**src/rtl/execution_unit_v2.sv**
```systemverilog
// execution_unit_v2
// Single-issue accumulator datapath. It has an N-entry register file, a
// one-bit-per-cycle shift register, sticky status flags, a skip flag and a
// valid/ready instruction intake.
// Optional build macro: EU_SATURATE_EN makes ADD/SUB/ACS saturate instead of
// wrapping. The overflow flag is still set when a result clamps.
module execution_unit_v2 #(
   parameter int  DATA_WIDTH = 4,
   parameter int  ACC_WIDTH  = 8,
   parameter int  NUM_REGS   = 4,
   localparam int RSEL_W     = $clog2(NUM_REGS)
) (
   input  logic                  clk,
   input  logic                  reset,
   input  logic                  instr_valid,
   output logic                  instr_ready,
   input  logic [3:0]            opcode,
   input  logic [RSEL_W-1:0]     reg_sel,
   input  logic [DATA_WIDTH-1:0] imm,
   output logic [ACC_WIDTH-1:0]  cpu_out,
   output logic                  out_valid,
   output logic                  zero,
   output logic                  overflow,
   output logic                  busy
);

   typedef enum logic [3:0] {
      OP_NOP  = 4'h0, OP_LDR  = 4'h1, OP_LDO = 4'h2, OP_CLR = 4'h3,
      OP_ADD  = 4'h4, OP_SUB  = 4'h5, OP_AND = 4'h6, OP_OR  = 4'h7,
      OP_XOR  = 4'h8, OP_INV  = 4'h9, OP_LDS = 4'hA, OP_LSH = 4'hB,
      OP_RSH  = 4'hC, OP_ACS  = 4'hD, OP_SNZA = 4'hE, OP_SNZS = 4'hF
   } opcode_e;

   typedef enum logic {S_IDLE, S_SHIFT} state_e;

   state_e                state, state_nxt;
   opcode_e               op;
   logic                  ready_q;
   logic                  skip;
   logic                  shift_left;
   logic                  accept;
   logic                  start_shift;
   logic                  is_shift_op;
   logic [DATA_WIDTH-1:0] shift_cnt;
   logic [DATA_WIDTH-1:0] regs [NUM_REGS];
   logic [ACC_WIDTH-1:0]  acc, sr, r_ext;
   logic [ACC_WIDTH-1:0]  add_res, sub_res, acs_res;
   logic [ACC_WIDTH:0]    add_sum, sub_diff, acs_sum;

   assign op          = opcode_e'(opcode);
   assign is_shift_op = (op == OP_LSH) || (op == OP_RSH);
   assign r_ext       = ACC_WIDTH'(regs[reg_sel]);
   assign zero        = (acc == '0);
   assign busy        = (state != S_IDLE);

   // One extra bit on each result holds the carry or borrow for the overflow flag.
   assign add_sum  = {1'b0, acc} + {1'b0, r_ext};
   assign acs_sum  = {1'b0, acc} + {1'b0, sr};
   assign sub_diff = {1'b0, acc} - {1'b0, r_ext};

`ifdef EU_SATURATE_EN
   assign add_res = add_sum[ACC_WIDTH]  ? '1 : add_sum[ACC_WIDTH-1:0];
   assign acs_res = acs_sum[ACC_WIDTH]  ? '1 : acs_sum[ACC_WIDTH-1:0];
   assign sub_res = sub_diff[ACC_WIDTH] ? '0 : sub_diff[ACC_WIDTH-1:0];
`else
   assign add_res = add_sum[ACC_WIDTH-1:0];
   assign acs_res = acs_sum[ACC_WIDTH-1:0];
   assign sub_res = sub_diff[ACC_WIDTH-1:0];
`endif

   // State register for the shift sequencer.
   always_ff @(posedge clk) begin
      if (!reset) state <= S_IDLE;
      else        state <= state_nxt;
   end

   // Next-state logic, handshake and shift-start decode.
   always_comb begin
      // NOTE: every signal gets a default first, so no path through the block can infer a latch.
      state_nxt   = state;
      instr_ready = 1'b0;
      accept      = 1'b0;
      start_shift = 1'b0;
      case (state)
         S_IDLE: begin
            instr_ready = ready_q;
            accept      = instr_valid && ready_q;
            // A shift by 1 completes on the accepting edge. Only longer shifts occupy SHIFT.
            start_shift = accept && !skip && is_shift_op && (imm > DATA_WIDTH'(1));
            if (start_shift) state_nxt = S_SHIFT;
         end
         S_SHIFT: begin
            // The count reaches zero with the bit moved on this edge.
            if (shift_cnt == DATA_WIDTH'(1)) state_nxt = S_IDLE;
         end
         default: state_nxt = S_IDLE;
      endcase
   end

   // Datapath: executes the accepted opcode, or advances an in-flight shift.
   always_ff @(posedge clk) begin
      if (!reset) begin
         // NOTE: the register file is cleared by reset because software relies on R[n]=0 after reset.
         for (int i = 0; i < NUM_REGS; i++) regs[i] <= '0;
         acc        <= '0;
         sr         <= '0;
         cpu_out    <= '0;
         out_valid  <= 1'b0;
         overflow   <= 1'b0;
         skip       <= 1'b0;
         shift_cnt  <= '0;
         shift_left <= 1'b0;
         ready_q    <= 1'b0;
      end else begin
         // NOTE: non-blocking assignments, so every register sees pre-edge values of its peers.
         ready_q   <= 1'b1;
         out_valid <= 1'b0;
         if (state == S_SHIFT) begin
            sr        <= shift_left ? (sr << 1) : (sr >> 1);
            shift_cnt <= shift_cnt - 1'b1;
         end else if (accept) begin
            if (skip) begin
               skip <= 1'b0;
            end else begin
               case (op)
                  OP_LDR: regs[reg_sel] <= imm;
                  OP_LDO: begin
                     cpu_out   <= acc;
                     out_valid <= 1'b1;
                  end
                  OP_CLR: begin
                     acc      <= '0;
                     overflow <= 1'b0;
                  end
                  OP_ADD: begin
                     acc <= add_res;
                     if (add_sum[ACC_WIDTH]) overflow <= 1'b1;
                  end
                  OP_SUB: begin
                     acc <= sub_res;
                     if (sub_diff[ACC_WIDTH]) overflow <= 1'b1;
                  end
                  OP_AND: acc <= acc & r_ext;
                  OP_OR:  acc <= acc | r_ext;
                  OP_XOR: acc <= acc ^ r_ext;
                  OP_INV: acc <= ~acc;
                  OP_LDS: sr  <= r_ext;
                  OP_LSH, OP_RSH: begin
                     // The first bit moves on the accepting edge. The remainder runs in SHIFT.
                     if (imm != '0) begin
                        sr         <= (op == OP_LSH) ? (sr << 1) : (sr >> 1);
                        shift_left <= (op == OP_LSH);
                        shift_cnt  <= imm - 1'b1;
                     end
                  end
                  OP_ACS: begin
                     acc <= acs_res;
                     if (acs_sum[ACC_WIDTH]) overflow <= 1'b1;
                  end
                  OP_SNZA: if (acc == '0) skip <= 1'b1;
                  OP_SNZS: if (sr == '0)  skip <= 1'b1;
                  default: ;
               endcase
            end
         end
      end
   end

endmodule

```
**config.mk**
```make
export PLATFORM = sky130hd
export DESIGN_NAME = execution_unit_v2
export DESIGN_NICKNAME = d
export VERILOG_FILES = /design/src/rtl/execution_unit_v2.sv
export SDC_FILE = /design/constraint.sdc
export NUM_CORES = 1
export LEC_CHECK = 0
export CAP_MARGIN = 20
export CORE_MARGIN = 2
export CORE_UTILIZATION = 55
export DETAILED_ROUTE_END_ITERATION = 8
export GPL_TIMING_DRIVEN = 0
export MAX_ROUTING_LAYER = met4
export PLACE_DENSITY = 0.77
export SYNTH_ARGS = -nofsm -noshare
export SYNTH_HDL_FRONTEND = slang
export SYNTH_SLANG_ARGS = --single-unit
```
**constraint.sdc**
```tcl
create_clock -name clk -period 4.2 [get_ports clk]
set_input_delay 0.84 -clock clk [delete_from_list [all_inputs] [get_ports clk]]
set_output_delay 0.84 -clock clk [all_outputs]
set_load 0.02 [all_outputs]
```
== Word-level counts from Yosys, hierarchy flattened ==
Memory sizes are Yosys's and may differ from the RTL's.
Index checks and enable logic that the tools add are counted.
Storage, ports and cells
  memories: 1
  register bits after elaboration: 34
  bits in writable memories: 16
  logic and storage cells: 109
  output and inout bits: 13
  input bits: 13
Cells by class
  add/subtract/negate cells: 5
  bitwise logic cells: 8
  reductions and logical operators: 25
  order comparisons: 1
  equal/unequal tests: 21
  multiplexer cells: 38
Memories
  regs: depth 4, bits a word 4, read ports 1, clocked after Yosys merged registers in 0, write ports 4, RTL line 45  | logic [DATA_WIDTH-1:0] regs [NUM_REGS];
Operators by type and width (count)
  $pmux W8 S8: 1
  $mux W8: 6
  $eq A4 B4 Y1 const B: 8
  $mux W4: 6
  $mux W1: 20
  $eq A4 B3 Y1 const B: 4
  $logic_not A8 Y1: 2
  $pmux W8 S2: 1
  $reduce_and A4 Y1: 4
  $add A8 B4 Y9: 1
  $add A8 B8 Y9: 1
  $sub A8 B4 Y9: 1
  $and A8 B4 Y8: 1
  $eq A4 B1 Y1 const B: 2
  $eq A4 B2 Y1 const B: 2
  $ne A2 B2 Y1 const B: 4
  $not A8 Y8: 1
  $or A8 B4 Y8: 1
  $reduce_bool A4 Y1: 2
  $reduce_bool A8 Y1: 1
  $reduce_or A4 Y1: 2
  $sub A4 B1 Y4 const B: 2
  $xor A8 B4 Y8: 1
  $reduce_and A7 Y1: 1
  14 further kinds: 23

== Longest topological paths before layout ==
  word-level depth: 9
  mapped depth: 11
  gate-level depth less buffers: 10

== Least setup slack after synthesis ==
Ideal clock, no wire load.
  path kind: input-to-reg
  start: in reg_sel[0]
  end: reg acc[6]
  required time: 4076 ps
  stages: 10
  path slack: 891 ps
  library setup time: 124 ps
  buffers on the path: 1
  arrival time: 3185 ps
  cells stage by stage: clkbuf_1 mux4_2 ha_1 fa_1 a211o_1 o2111ai_1 xor2_1 nor2_1 a211oi_1 o22ai_1
Between the ends
  word-level cells in the longest chain between the ends: 3
  elaborated cells between the ends (all ways): 4
  classes of those cells: add/sub (2); mux (1); memory (1)
RTL lines
  from (decl): RTL line 18  | input logic [RSEL_W-1:0] reg_sel,
  $mem_v2 Z4 W4 *
  $sub A8 B4 Y9 / $add A8 B4 Y9 (equally long branches): RTL line 59, 57
  $pmux W8 S8 *: RTL line 125  | case (op)
  to (signal assigned): RTL line 136  | acc <= add_res;
  to (signal assigned): RTL line 140  | acc <= sub_res;
  to (signal assigned): RTL line 143  | OP_AND: acc <= acc & r_ext;
  to (decl): RTL line 46  | logic [ACC_WIDTH-1:0] acc, sr, r_ext;
Every way passes the cells marked *; elsewhere a longest branch is shown, timed or not.
A chain may end at the register's enable or synchronous reset.

== Final worst setup path ==
  start: in reg_sel[0]
  end: reg acc[4]
Same word-level chain as after synthesis.

==> metrics.md <==
| Metric | Value |
|---|---|
| Max FO, Critical Path | 5 |
| Post-Syn Instances | approximately 440 |
| FMAX | approximately 300 MHz |
| N_diodes | 0 |
| Max_cap viols | 0 |
| 1st-iter DRT viols | between 200 and 300 |
| Period minus WS final | 3.268 ns |
| Drc violations | 0 |
| Storage element area | around 1200 µm² |
| Most common flop cell mapped by yosys | dfxtp_1 |
| Die Wd | approximately 86 µm |
| Vias in the first global route | roughly 3,300 |
| Routed wire per std cell | ~18 µm |
| Footprint of the multi-input gates | approximately 2400 µm² |
| PostCTS Resize Cnt | 0 |
| Rel. slew slack | roughly 58% |
| Internal Pwr Total | approximately 0.7 mW |
| Core Rows | 29 |
| CTS clock-pin slew for the worst setup and hold paths | roughly 0.10 ns |
| HPWL Detailed | ~7600 µm |
| Asr flop ratio synth | 0% |
| Yosys top cell by area | dfxtp_1 |
| Top cells by area, synth | dfxtp_1 (18%), edfxtp_1 (13%), ha_1 (8.4%), nor2_1 (4.3%), a21oi_1 (3.8%) |
| Number of port buffers | 20 |
| Hold Vio Cnt, Final | 0 |
| Clock power frac | 28.4% |
| Vias | approximately 3,500 |
| Number of flops mapped to enable cells by yosys | 16 |
| Synth unique cells | 71 |
| # nets final | 507 |
| Switching power | 0.2996 mW |
| Io pins | 26 |
| Crit share post-route | 77.81% |
| Post-DP Area | about 4000 µm² |
| Yosys warns | 0 |
| Fin. max-slew vios | 0 |
| RSZ-0062 raised after global routing | no |
| Net Sw Frac | about 30% |
| #FFs+latches synth | 50 |
| First-pass GRT wire length | between 15,000 and 20,000 µm |
| Design area | around 4000 µm² |
| CP endpoint kind | register |
| Core area | about 6400 µm² |
| Die Y-Extent | 86.10 µm |
| P_leak | 1.573 nW |
| Sequential share of the synthesized area | between 30% and 40% |
| Syn Nets | 480 |
| # Post-CTS Setup Buffers | 0 |
| Worst EP arrival | between 3 and 4 ns |
| Hold WS | 0.4593 ns |
| CTS tree | done |
| Later-pin clock latency in the skew report | around 0.31 ns |
| Logic pwr share | roughly a fifth |
| Total CTS buffers | 5 |
| Clk_skew | 0.01851 ns |
| Tot GR Track Use | between 20 and 30% |
| Final Setup Violations | 0 |
| Sequential share of power | around 52% |
| Antenna violations before repair | 0 |
| Share of cells above drive strength 1 | under 10% |
| Final-layout fill cell count | 569 |
| Clock root buffer | clkbuf_8 |
| Synth Area per Inst | around 8.4 µm² |
| Clk sinks | 50 |
| GPL Wtd Cong | between 0.9 and 1 |
| Critical path type | input pin to register |
| Via-per-instance ratio | about 6.5 |
| Total iterations of the first detailed-routing run | 5 |
| Post-synth top area share | a little under a fifth |
| Cts hold-fix bufs | 0 |
| CTS Buffer Depth | 2 |
| Setup TNS | 0 ns |
| Post-Synthesis Cell Area | roughly 3700 µm² |
| Power per cell area | between 200 and 250 nW/µm² |
| Die area | around 7400 µm² |
| WP data required | ~4.4 ns |
| Global route total overflow | 0 |
| Slew @ Worst Pin | roughly 0.63 ns |
| WL final | approximately 10000 µm |
| Area Growth Syn to Fin | 10.33% |
| Initial Utilization | about 58% |
| Hold Path Class | register to register |
| VDD IR max | between 0.15 and 0.2 mV |
| H-tree Lvls | 2 |
| Largest net degree at the start of global routing | 16 |
| Startpoint types | input pin |
| ANT nets after route | 0 |
| Run status | finished clean |
[sequential cells by signal, summed over array words and instances, names as in the netlist, 4 cells and up]
name,count
cpu_out,8
shift_cnt,4
regs,16
acc,8
sr,8
[per-stage QoR]
stage	setup WS [ns]	utilization [%]	power, mW	instances
2_1_floorplan	0.8907	-	0.6623	439
6_report	0.9318	63.69	0.9990	544
3_3_place_gp	0.6310	62.34	0.7180	536
5_1_grt	0.7080	63.69	1.047	544
4_1_cts	0.9478	63.69	1.002	544
3_5_place_dp	0.6186	62.34	0.7213	536
[power groups by stage]
stage | sequential, mW | clock, mW | combinational [mW]
floorplan | 0.527 | 0 | 0.135
global placement | 0.531 | 0 | 0.187
detailed placement | 0.531 | 0 | 0.190
CTS | 0.520 | 0.291 | 0.191
global route | 0.521 | 0.311 | 0.215
finish | 0.520 | 0.284 | 0.195
[layout by cell type (no fill, tap or decap), types with 5 or more instances in the layout]
cell             synthesis  final
nor2_1                  42     42
nand2_1                 37     37
dfxtp_1                 34     34
a21oi_1                 28     28
ha_1                    25     25
inv_1                   21     21
nand3_1                 20     20
clkdlybuf4s50_1          0     20
o21ai_0                 18     18
clkbuf_1                15     16
edfxtp_1                16     16
nor3_1                  12     12
a211oi_1                12     12
nand2b_1                 9      9
o22ai_1                  9      9
and2_1                   8      8
mux2i_1                  8      8
a22oi_1                  8      8
nor2b_1                  7      7
and3_1                   7      7
xor2_1                   7      7
a21o_1                   6      6
nor4_1                   5      5
a31oi_1                  5      5
clkbuf_8                 0      5
[synth_stat cells, drive strengths merged, types with 3 or more instances]
master   n
a22oi    8
a21oi   28
nor4     6
nor2b    7
nor3    12
ha      25
a211oi  12
inv     22
nand2b   9
mux2i    8
o22ai    9
edfxtp  16
nand2   37
mux4     4
clkbuf  15
xor2     7
a31oi    5
a21o     6
xnor2    3
buf      8
and3     7
fa       3
and2     9
a221oi   3
a31o     3
nor2    43
o31ai    5
o32ai    3
nand3   20
dfxtp   34
o21ai   19
o21a     4
nand4    4
[final timing paths]
| path | depth (start not counted) | start | slack, ns | endpoint |
|---|---|---|---|---|
| max | 10 | reg_sel[0] | 0.93 | acc[4]$_SDFFE_PN0P_ |
| min | 2 | cpu_out[0]$_SDFFE_PN0P_ | 0.46 | cpu_out[0]$_SDFFE_PN0P_ |
| max reg2reg | 9 | regs[3][0]$_DFFE_PP_ | 1.43 | acc[4]$_SDFFE_PN0P_ |
| min reg2reg | 2 | cpu_out[0]$_SDFFE_PN0P_ | 0.46 | cpu_out[0]$_SDFFE_PN0P_ |
[metal layers]
layer,global-route usage [%],vias to the layer above,wire length (µm),share of wire [%]
met1,37.74,1678,4378,44
met3,5.197,27,682,6.8
met2,45.88,154,4663,47
li1,-,1679,-,-
met5,-,-,0,0
met4,11.54,0,256,2.6
[layout make-up]
type | instances | area share [%]
Multi-Input combinational cell | 343 | 57.54
Buffer | 23 | 2.600
Clock inverter | 2 | 0.3365
Inverter | 23 | 2.111
Clock buffer | 6 | 1.774
Sequential cell | 50 | 28.39
Tap cell | 77 | 2.355
Timing Repair Buffer | 20 | 4.894
[critical path, cell delays in order]
cell      delay, ns
clkbuf_1       0.27
mux4_2         0.66
ha_1           0.29
fa_1           0.46
a21o_1         0.19
a21oi_1        0.21
o221a_2        0.24
nor2_1         0.04
o21ai_0        0.16
a21oi_1        0.08
[cells by family (layout without fill, tap and decap cells)]
group,count (synthesis),after routing,synth area share [%]
and+or+nand+nor,168,168,22.78
adders and majority gates,28,28,10.06
muxes,13,13,4.894
xor gates and xnor gates,10,10,2.363
DFF,50,50,31.32
buffers and inverters,46,74,5.197
AOI/OAI and AO/OA,124,124,23.39
Note: power is estimated with default switching activity, not from simulation.
